--- src/rtl/button_event_pkg.sv ---
//------------------------------------------------------------------------------
// Module : button_event_pkg
// Purpose: Shared definitions for the button event classifier. Holds the FSM
//          state type, the smallest legal tick parameters, and a small helper
//          that sizes the shared cycle counter.
// Ports  : none (package)
// Config : BUTTON_EVENT_DOUBLE_CLICK_EN (consumed by button_event_fsm)
// Rev    : 1.0 - initial release
//------------------------------------------------------------------------------
`default_nettype none

package button_event_pkg;

  // All five states are always declared so that both builds share one
  // encoding. The single-click-only build never enters the last two.
  typedef enum logic [2:0] {
    ST_IDLE           = 3'd0,
    ST_PRESSED        = 3'd1,
    ST_LONG_HELD      = 3'd2,
    ST_WAIT_SECOND    = 3'd3,
    ST_SECOND_PRESSED = 3'd4
  } button_event_state_t;

  // Smallest legal values of the timing parameters. A terminal count of
  // TICKS-1 must be reachable after the entry cycle, which needs TICKS >= 2.
  localparam int unsigned LONG_TICKS_MIN   = 2;
  localparam int unsigned DOUBLE_TICKS_MIN = 2;

  function automatic int unsigned max_ticks(input int unsigned a,
                                            input int unsigned b);
    return (a > b) ? a : b;
  endfunction

endpackage : button_event_pkg

`default_nettype wire

--- src/rtl/edge_detector.sv ---
//------------------------------------------------------------------------------
// Module : edge_detector
// Purpose: Flags rising and falling edges of a level that is already
//          synchronous to clk, by comparing it with a one-cycle-delayed copy.
// Ports  : clk  - system clock, rising edge
//          rst  - asynchronous active-low reset (delayed copy clears to 0)
//          in   - level to watch
//          rise - combinational, high while in=1 and the delayed copy is 0
//          fall - combinational, high while in=0 and the delayed copy is 1
// Rev    : 1.0 - initial release
//------------------------------------------------------------------------------
`default_nettype none

module edge_detector (
  input  logic clk,
  input  logic rst,
  input  logic in,
  output logic rise,
  output logic fall
);

  logic in_q;

  // Clearing the delayed copy to 0 makes a level that is already high when
  // reset releases look like a fresh rising edge.
  always_ff @(posedge clk or negedge rst) begin
    if (!rst) begin
      in_q <= 1'b0;
    end else begin
      in_q <= in;
    end
  end

  assign rise = in & ~in_q;
  assign fall = ~in & in_q;

endmodule : edge_detector

`default_nettype wire

--- src/rtl/button_event_fsm.sv ---
//------------------------------------------------------------------------------
// Module : button_event_fsm
// Purpose: Classifies a debounced button level into press / release / click /
//          double-click / long-press events. Every output is a registered
//          one-cycle pulse, visible the cycle after the clock edge at which
//          the event was recognised.
// Ports  : clk          - system clock, rising edge
//          rst          - asynchronous active-low reset
//          btn          - debounced button level, synchronous to clk
//          press        - pulse on each btn rising edge
//          release_o    - pulse on each btn falling edge ("release" is a
//                         reserved word in SystemVerilog, hence the suffix)
//          click        - pulse for a completed single short press
//          double_click - pulse for two short presses within the window
//          long_press   - pulse when a hold reaches LONG_TICKS
// Params : LONG_TICKS   - cycles a press must be held to count as long (>=2)
//          DOUBLE_TICKS - window after a short release for a second press
//                         (>=2); unused for behaviour without the macro below
// Config : BUTTON_EVENT_DOUBLE_CLICK_EN - when defined, double-click detection
//          is built in. When undefined, a short release reports click at once
//          and double_click is held at 0.
// Rev    : 1.0 - initial release
//------------------------------------------------------------------------------
`default_nettype none

module button_event_fsm
  import button_event_pkg::*;
#(
  parameter int unsigned LONG_TICKS   = 12_000_000,
  parameter int unsigned DOUBLE_TICKS = 3_600_000
) (
  input  logic clk,
  input  logic rst,
  input  logic btn,
  output logic press,
  output logic release_o,
  output logic click,
  output logic double_click,
  output logic long_press
);

  // One counter serves both the long-press and double-click timeouts, so it
  // is sized for the larger of the two.
  localparam int unsigned CNT_W = $clog2(max_ticks(LONG_TICKS, DOUBLE_TICKS) + 1);
  localparam logic [CNT_W-1:0] LONG_LAST = CNT_W'(LONG_TICKS - 1);
  localparam logic [CNT_W-1:0] CNT_ONE   = CNT_W'(1);

  logic rise;
  logic fall;

  edge_detector u_edge_detector (
    .clk  (clk),
    .rst  (rst),
    .in   (btn),
    .rise (rise),
    .fall (fall)
  );

  button_event_state_t state_q, state_d;
  logic [CNT_W-1:0]    cnt_q,   cnt_d;
  logic                press_q,   press_d;
  logic                release_q, release_d;
  logic                click_q,   click_d;
  logic                long_q,    long_d;

`ifdef BUTTON_EVENT_DOUBLE_CLICK_EN
  localparam logic [CNT_W-1:0] DOUBLE_LAST = CNT_W'(DOUBLE_TICKS - 1);

  logic double_q, double_d;
`endif

  // Next-state logic. The counter is cleared on every state change and only
  // counts in PRESSED and WAIT_SECOND; each terminal count forces an exit,
  // so it never wraps.
  always_comb begin
    state_d   = state_q;
    cnt_d     = cnt_q;
    press_d   = 1'b0;
    release_d = 1'b0;
    click_d   = 1'b0;
    long_d    = 1'b0;
`ifdef BUTTON_EVENT_DOUBLE_CLICK_EN
    double_d  = 1'b0;
`endif

    case (state_q)
      ST_IDLE: begin
        if (rise) begin
          press_d = 1'b1;
          state_d = ST_PRESSED;
          cnt_d   = '0;
        end
      end

      ST_PRESSED: begin
        // A release on the very cycle the hold would become long still
        // counts as short, so the falling edge is tested first.
        if (fall) begin
          release_d = 1'b1;
          cnt_d     = '0;
`ifdef BUTTON_EVENT_DOUBLE_CLICK_EN
          state_d   = ST_WAIT_SECOND;
`else
          click_d   = 1'b1;
          state_d   = ST_IDLE;
`endif
        end else if (btn && (cnt_q == LONG_LAST)) begin
          long_d  = 1'b1;
          state_d = ST_LONG_HELD;
          cnt_d   = '0;
        end else begin
          cnt_d = cnt_q + CNT_ONE;
        end
      end

      ST_LONG_HELD: begin
        // Ending a long hold never yields a click.
        if (fall) begin
          release_d = 1'b1;
          state_d   = ST_IDLE;
          cnt_d     = '0;
        end
      end

`ifdef BUTTON_EVENT_DOUBLE_CLICK_EN
      ST_WAIT_SECOND: begin
        // A second press arriving on the timeout cycle beats the click.
        if (rise) begin
          press_d = 1'b1;
          state_d = ST_SECOND_PRESSED;
          cnt_d   = '0;
        end else if (cnt_q == DOUBLE_LAST) begin
          click_d = 1'b1;
          state_d = ST_IDLE;
          cnt_d   = '0;
        end else begin
          cnt_d = cnt_q + CNT_ONE;
        end
      end

      ST_SECOND_PRESSED: begin
        // The length of the second press is irrelevant; no long detection.
        if (fall) begin
          release_d = 1'b1;
          double_d  = 1'b1;
          state_d   = ST_IDLE;
          cnt_d     = '0;
        end
      end
`endif

      default: begin
        state_d = ST_IDLE;
        cnt_d   = '0;
      end
    endcase
  end

  always_ff @(posedge clk or negedge rst) begin
    if (!rst) begin
      state_q   <= ST_IDLE;
      cnt_q     <= '0;
      press_q   <= 1'b0;
      release_q <= 1'b0;
      click_q   <= 1'b0;
      long_q    <= 1'b0;
    end else begin
      state_q   <= state_d;
      cnt_q     <= cnt_d;
      press_q   <= press_d;
      release_q <= release_d;
      click_q   <= click_d;
      long_q    <= long_d;
    end
  end

`ifdef BUTTON_EVENT_DOUBLE_CLICK_EN
  always_ff @(posedge clk or negedge rst) begin
    if (!rst) begin
      double_q <= 1'b0;
    end else begin
      double_q <= double_d;
    end
  end

  assign double_click = double_q;
`else
  assign double_click = 1'b0;
`endif

  assign press      = press_q;
  assign release_o  = release_q;
  assign click      = click_q;
  assign long_press = long_q;

endmodule : button_event_fsm

`default_nettype wire

--- config.mk ---
export PLATFORM = sky130hd
export DESIGN_NAME = button_event_fsm
export DESIGN_NICKNAME = d
export VERILOG_FILES = /design/src/rtl/button_event_pkg.sv /design/src/rtl/edge_detector.sv /design/src/rtl/button_event_fsm.sv
export SDC_FILE = /design/constraint.sdc
export NUM_CORES = 1
export LEC_CHECK = 0
export CAP_MARGIN = 20
export CORE_ASPECT_RATIO = 1.75
export CORE_MARGIN = 4
export CORE_UTILIZATION = 40
export DETAILED_ROUTE_END_ITERATION = 12
export DONT_BUFFER_PORTS = 1
export HOLD_SLACK_MARGIN = 0.03
export PLACE_DENSITY = 0.63
export SYNTH_ARGS = -nofsm -noshare
export SYNTH_HDL_FRONTEND = slang
export SYNTH_SLANG_ARGS = --single-unit
--- constraint.sdc ---
create_clock -name clk -period 3.3 [get_ports clk]
set_input_delay 0.495 -clock clk [delete_from_list [all_inputs] [get_ports clk]]
set_output_delay 0.495 -clock clk [all_outputs]
set_load 0.02 [all_outputs]
# After elaboration in Yosys (flattened, before gate mapping)
# Index checks and enable logic that the tools add are counted.
word_totals:
  ff_bits: 32
  out_inout_bits: 5
  word_cells: 41
  inputBits: 3
op_classes:
  n_mux: 18
  addsub: 1
  eq_ne: 6
  n_bitwise: 4
  reduce_logical: 5
op_table:
  columns: ["operator", "n"]
  rows:
  - ["$mux 24", 4]
  - ["$pmux 24 s3", 1]
  - ["$add 24x1->24 const B", 1]
  - ["$eq 24x24->1 const B", 1]
  - ["$mux 3", 4]
  - ["$pmux 3 s3", 1]
  - ["$mux 1", 8]
  - ["$ne 2x2->1 const B", 2]
  - ["$eq 3x1->1 const B", 1]
  - ["$eq 3x2->1 const B", 1]
  - ["$logic_not 3->1", 1]
  - ["$ne 3x3->1 const B", 1]
  - ["$reduce_and 3->1", 1]
  - ["$and 1x1->1", 2]
  - ["$not 1->1", 2]
  - ["$reduce_and 2->1", 1]
  - ["$reduce_or 2->1", 1]
  - ["$logic_and 1x1->1", 1]

# Logic depth before layout (Yosys ltp)
logic_depth:
  ltp_word: 5
  mapped_depth: 7
  depth_no_buf: 6

# By module
# From an unflattened synthesis, not the netlist that was laid out.
hier_totals:
  cells_unflattened: 164
  area_unflattened_um2: 1636.6
modules_own_cells:
  columns: ["mod", "seq_area_each_um2", "cells_per_inst", "area_per_inst_um2", "instances"]
  rows:
  - ["button_event_fsm", 750.7, 161, 1596.5, 1]
  - ["edge_detector", 25.0, 3, 40.0, 1]

# Worst setup path after synthesis
# No wires, ideal clock.
synth_timing:
  path_kind: "register to register"
  start: "register cnt_q[19]"
  end: "register state_q[0]"
  synth_period_minus_slack_ns: 2.018
  arrival_ns: 1.893
  stages_incl_launch_ff: 6
  path_buffers: 0
  required_ns: 3.175
  path_slack_ns: 1.282
  path_cell_list: "dfrtp_1 > or4b_4 > nor4_4 > a21oi_2 > nor2_8 > mux2_4"
synth_via:
  elab_chain_cells: 4
synth_rtl:
  columns: ["item", "line_no", "source"]
  rows:
  - ["start, declared", "button_event_fsm.sv:60", "logic [CNT_W-1:0] cnt_q, cnt_d;"]
  - ["start signal, assigned", "button_event_fsm.sv:169", "cnt_q <= cnt_d;"]
  - ["$eq 24x24->1", "button_event_fsm.sv:107", "end else if (btn && (cnt_q == LONG_LAST)) begin"]
  - ["$logic_and 1x1->1", "button_event_fsm.sv:107", null]
  - ["$ne 3x3->1 (no line)", null, null]
  - ["$reduce_and 3->1 (no line)", null, null]
  - ["end signal, assigned", "button_event_fsm.sv:168", "state_q <= state_d;"]
  - ["end, declared", "button_event_fsm.sv:59", "button_event_state_t state_q, state_d;"]
# Every way passes these cells.
# A chain may end at the register's enable or synchronous reset.

# Final worst setup path
layout_timing:
  start: "register state_q[0]"
  end: "register state_q[0]"
layout_via:
  elab_chain_cells: 3
  word_cells_on_any_way: 8
  classes_between: "eq/ne: 5; mux: 1; reduce/logical: 2"
layout_rtl:
  columns: ["item", "line_no", "source"]
  rows:
  - ["$eq 3x1->1, or another cell as far along", "button_event_fsm.sv:86", "case (state_q)"]
  - ["$ne 3x3->1 (no line) or $ne 2x2->1 (tied branches)", null, null]
  - ["$reduce_and 3->1 (no line)", null, null]
# Parallel ways exist; a longest one is shown, timed or not.

==> results.tsv <==
metric	value	unit
Max Root-Sink Buffers	2	
Nets	186	
Detail Route met2 WL	1985	um
Pleak	0.8353	nW
pin count of the biggest net entering global routing	32	
reg-to-reg slack, setup	990	ps
Clock Pin Slew Worst Setup and Hold Paths	70	ps
Post-Route WL	3686	um
cell taking the most area after synthesis	dfrtp_1	
gpl congestion	0.7983	
num rows	31	
overall power	971.9	uW
f_max	432.0	MHz
DRT Pass-1 Iters	4	
die area	5568	um^2
Slew HR	38.39	%
synth top area cells	dfrtp_1 (44%), xor2_1 (5.5%), nor2_1 (4.1%)	
Clock Sinks	31	
Area Growth Syn to Fin	7.320	%
Syn Nets	186	
Synth top area share	44.07	%
Die Ht	95.76	um
Antenna Nets Post-Route	0	
TritonCTS Buffers	5	
Initial DRC Count	39	
final hold vios	0	
maximum vdd drop	0.3475	mV
Routed WL per cell	16.10	um
worst min path class	in -> reg	
Cell variety after synth	47	
Mapped Cells	179	
ys flop type	dfrtp_1	
setup TNS	0	ps
Max Cap Viol	0	
share of cells above drive strength 1	10.00	%
depth of the CTS H-tree	2	
CORE AREA	4189	um^2
drt via density	5.969	
final setup vio count	0	
clock root cell	clkbuf_8	
port bufs	0	
final worst path period share	70.15	%
sequential element share of the synthesized area	44.07	%
met1 WL	1468	um
GRT overflow	0	
Fin Hold WS	241.5	ps
GRT Overall Usage	14.97	%
first-pass GRT wire length	6444	um
Slew @ Worst Pin	920.7	ps
minimum clock period	2315	ps
TritonCTS clock tree	done	
Vias	1367	
yosys synthesis warning count	0	
RSZ-0062 raised after global routing	false	
CP Class	reg -> reg	
metal3 WL	124	um
total power divided by cell area	514.4	nW/um^2
antenna diode count	0	
vias in the first global route	1442	
CP required	3470	ps
mapped cell area	1760	um^2
post-layout util	45.10	%
worst clock skew	4.953	ps
Critical Path AT	2480	ps
Post-synth EDFFs	0	
initial antenna violation count	0	
CP Capture Type	register	
Detail Placement HPWL	2678	um
die width	58.15	um
DRC	0	
Seq cells post-synth	31	
outcome	completed	
Avg Cell Area, Syn	9.835	um^2
Max Used Layer	met4	
Starting Density	42.03	%
Post CTS Setup Buffer Count	0	
Clk Latency, worst-skew pair	280	ps
Startpoint Class	register	
Crit Path Max Fanout	15	
Final Max Tran Viols	0	
I/O Pins	8	
FFs w/ async S/R, synth	100.0	%
cells in the mapped netlist, drive strengths merged, types with 2 or more instances:
| library cell | number |
|---|---|
| dfrtp | 31 |
| nor2 | 20 |
| xor2 | 11 |
| nand2 | 10 |
| nand3 | 9 |
| o21ai | 9 |
| and3 | 8 |
| buf | 7 |
| a21oi | 6 |
| o2111ai | 6 |
| a31oi | 5 |
| and4 | 5 |
| inv | 5 |
| nand4 | 5 |
| o211ai | 5 |
| ha | 4 |
| nor3 | 4 |
| clkbuf | 3 |
| nor4b | 3 |
| o31ai | 2 |
| or2b | 2 |
| or4b | 2 |
kinds of logic (layout without fill, tap and decap cells):
kind of cell | Yosys count | after routing | share of synthesized area, %
buffers and inverters | 15 | 16 | 4.122
multiplexers | 2 | 2 | 1.421
AND/OR/NAND/NOR | 78 | 78 | 27.01
AO/OA/AOI/OAI | 37 | 37 | 14.85
adder cells (fa/ha/maj) | 4 | 4 | 2.843
other | 1 | 1 | 0.2130
XOR/XNOR | 11 | 11 | 5.473
flip-flops | 31 | 31 | 44.07
worst paths after layout:
path	end	from	cells after the start
hold / removal	u_edge_detector.in_q	btn	0
setup reg to reg	state_q[0]	state_q[0]	7
setup / recovery	state_q[0]	state_q[0]	7
min in group asynchronous	long_press	rst	2
max in group asynchronous	cnt_q[7]	rst	2
hold reg to reg	cnt_q[0]	cnt_q[0]	1
metrics by stage:
step           setup slack [ps]  instance area, um^2  cells
5_1_grt                   791.5                 1889    229
4_1_cts                    1013                 1879    228
2_1_floorplan              1282                 1760    179
6_report                  985.1                 1889    229
3_5_place_dp               1024                 1775    219
3_3_place_gp               1067                 1775    219
power by group:
part	switching (mW)	total, mW	internal, mW
registers	0.0266	0.430	0.403
logic	0.179	0.256	0.0774
clock network	0.142	0.286	0.144
total	0.348	0.972	0.624
sequential cells by signal (all words and copies together), names as in the netlist:
register	count
press	1
u_edge_detector.in_q	1
cnt_q	24
state_q	2
click	1
long_press	1
release_o	1
worst max-delay path, cell delays in order (launching register included):
cell and delay, ps:
dfrtp_1 400, inv_1 100, ha_1 240, nor3b_1 70, buf_4 180, nor2_1 710, nor2_8 160, mux2_4 340
timing repair:
item | 4_1_cts | 5_1_grt
endpoints found under the hold margin | 31 | 5
hold buffers | 1 | 1
resized for setup | 0 | 0
per-layer routing:
metal	GRT usage, %	vias to the layer above
li1	-	663
met1	15.84	660
met2	26.51	34
met3	3.893	10
met4	8.124	0
met5	0	-
area by class of cell:
cell class                 instances  area, um^2
fill                             409        2300
timing repair buffer               3       37.54
multi-input combinational        133       912.1
clock buffer                       5       68.82
inverter                           5       18.77
tap                               49       61.31
sequential                        31       775.7
clock inverter                     3       15.01
placed cells by master, fill, tap and decap left out, types with 6 or more instances in the layout:
| cell | instances |
|---|---|
| nand2_1 | 10 |
| o21ai_0 | 9 |
| and3_1 | 8 |
| nor2_1 | 19 |
| xor2_1 | 11 |
| dfrtp_1 | 31 |
| o2111ai_1 | 6 |
| nand3_1 | 9 |
(Power assumes the default switching activity.)
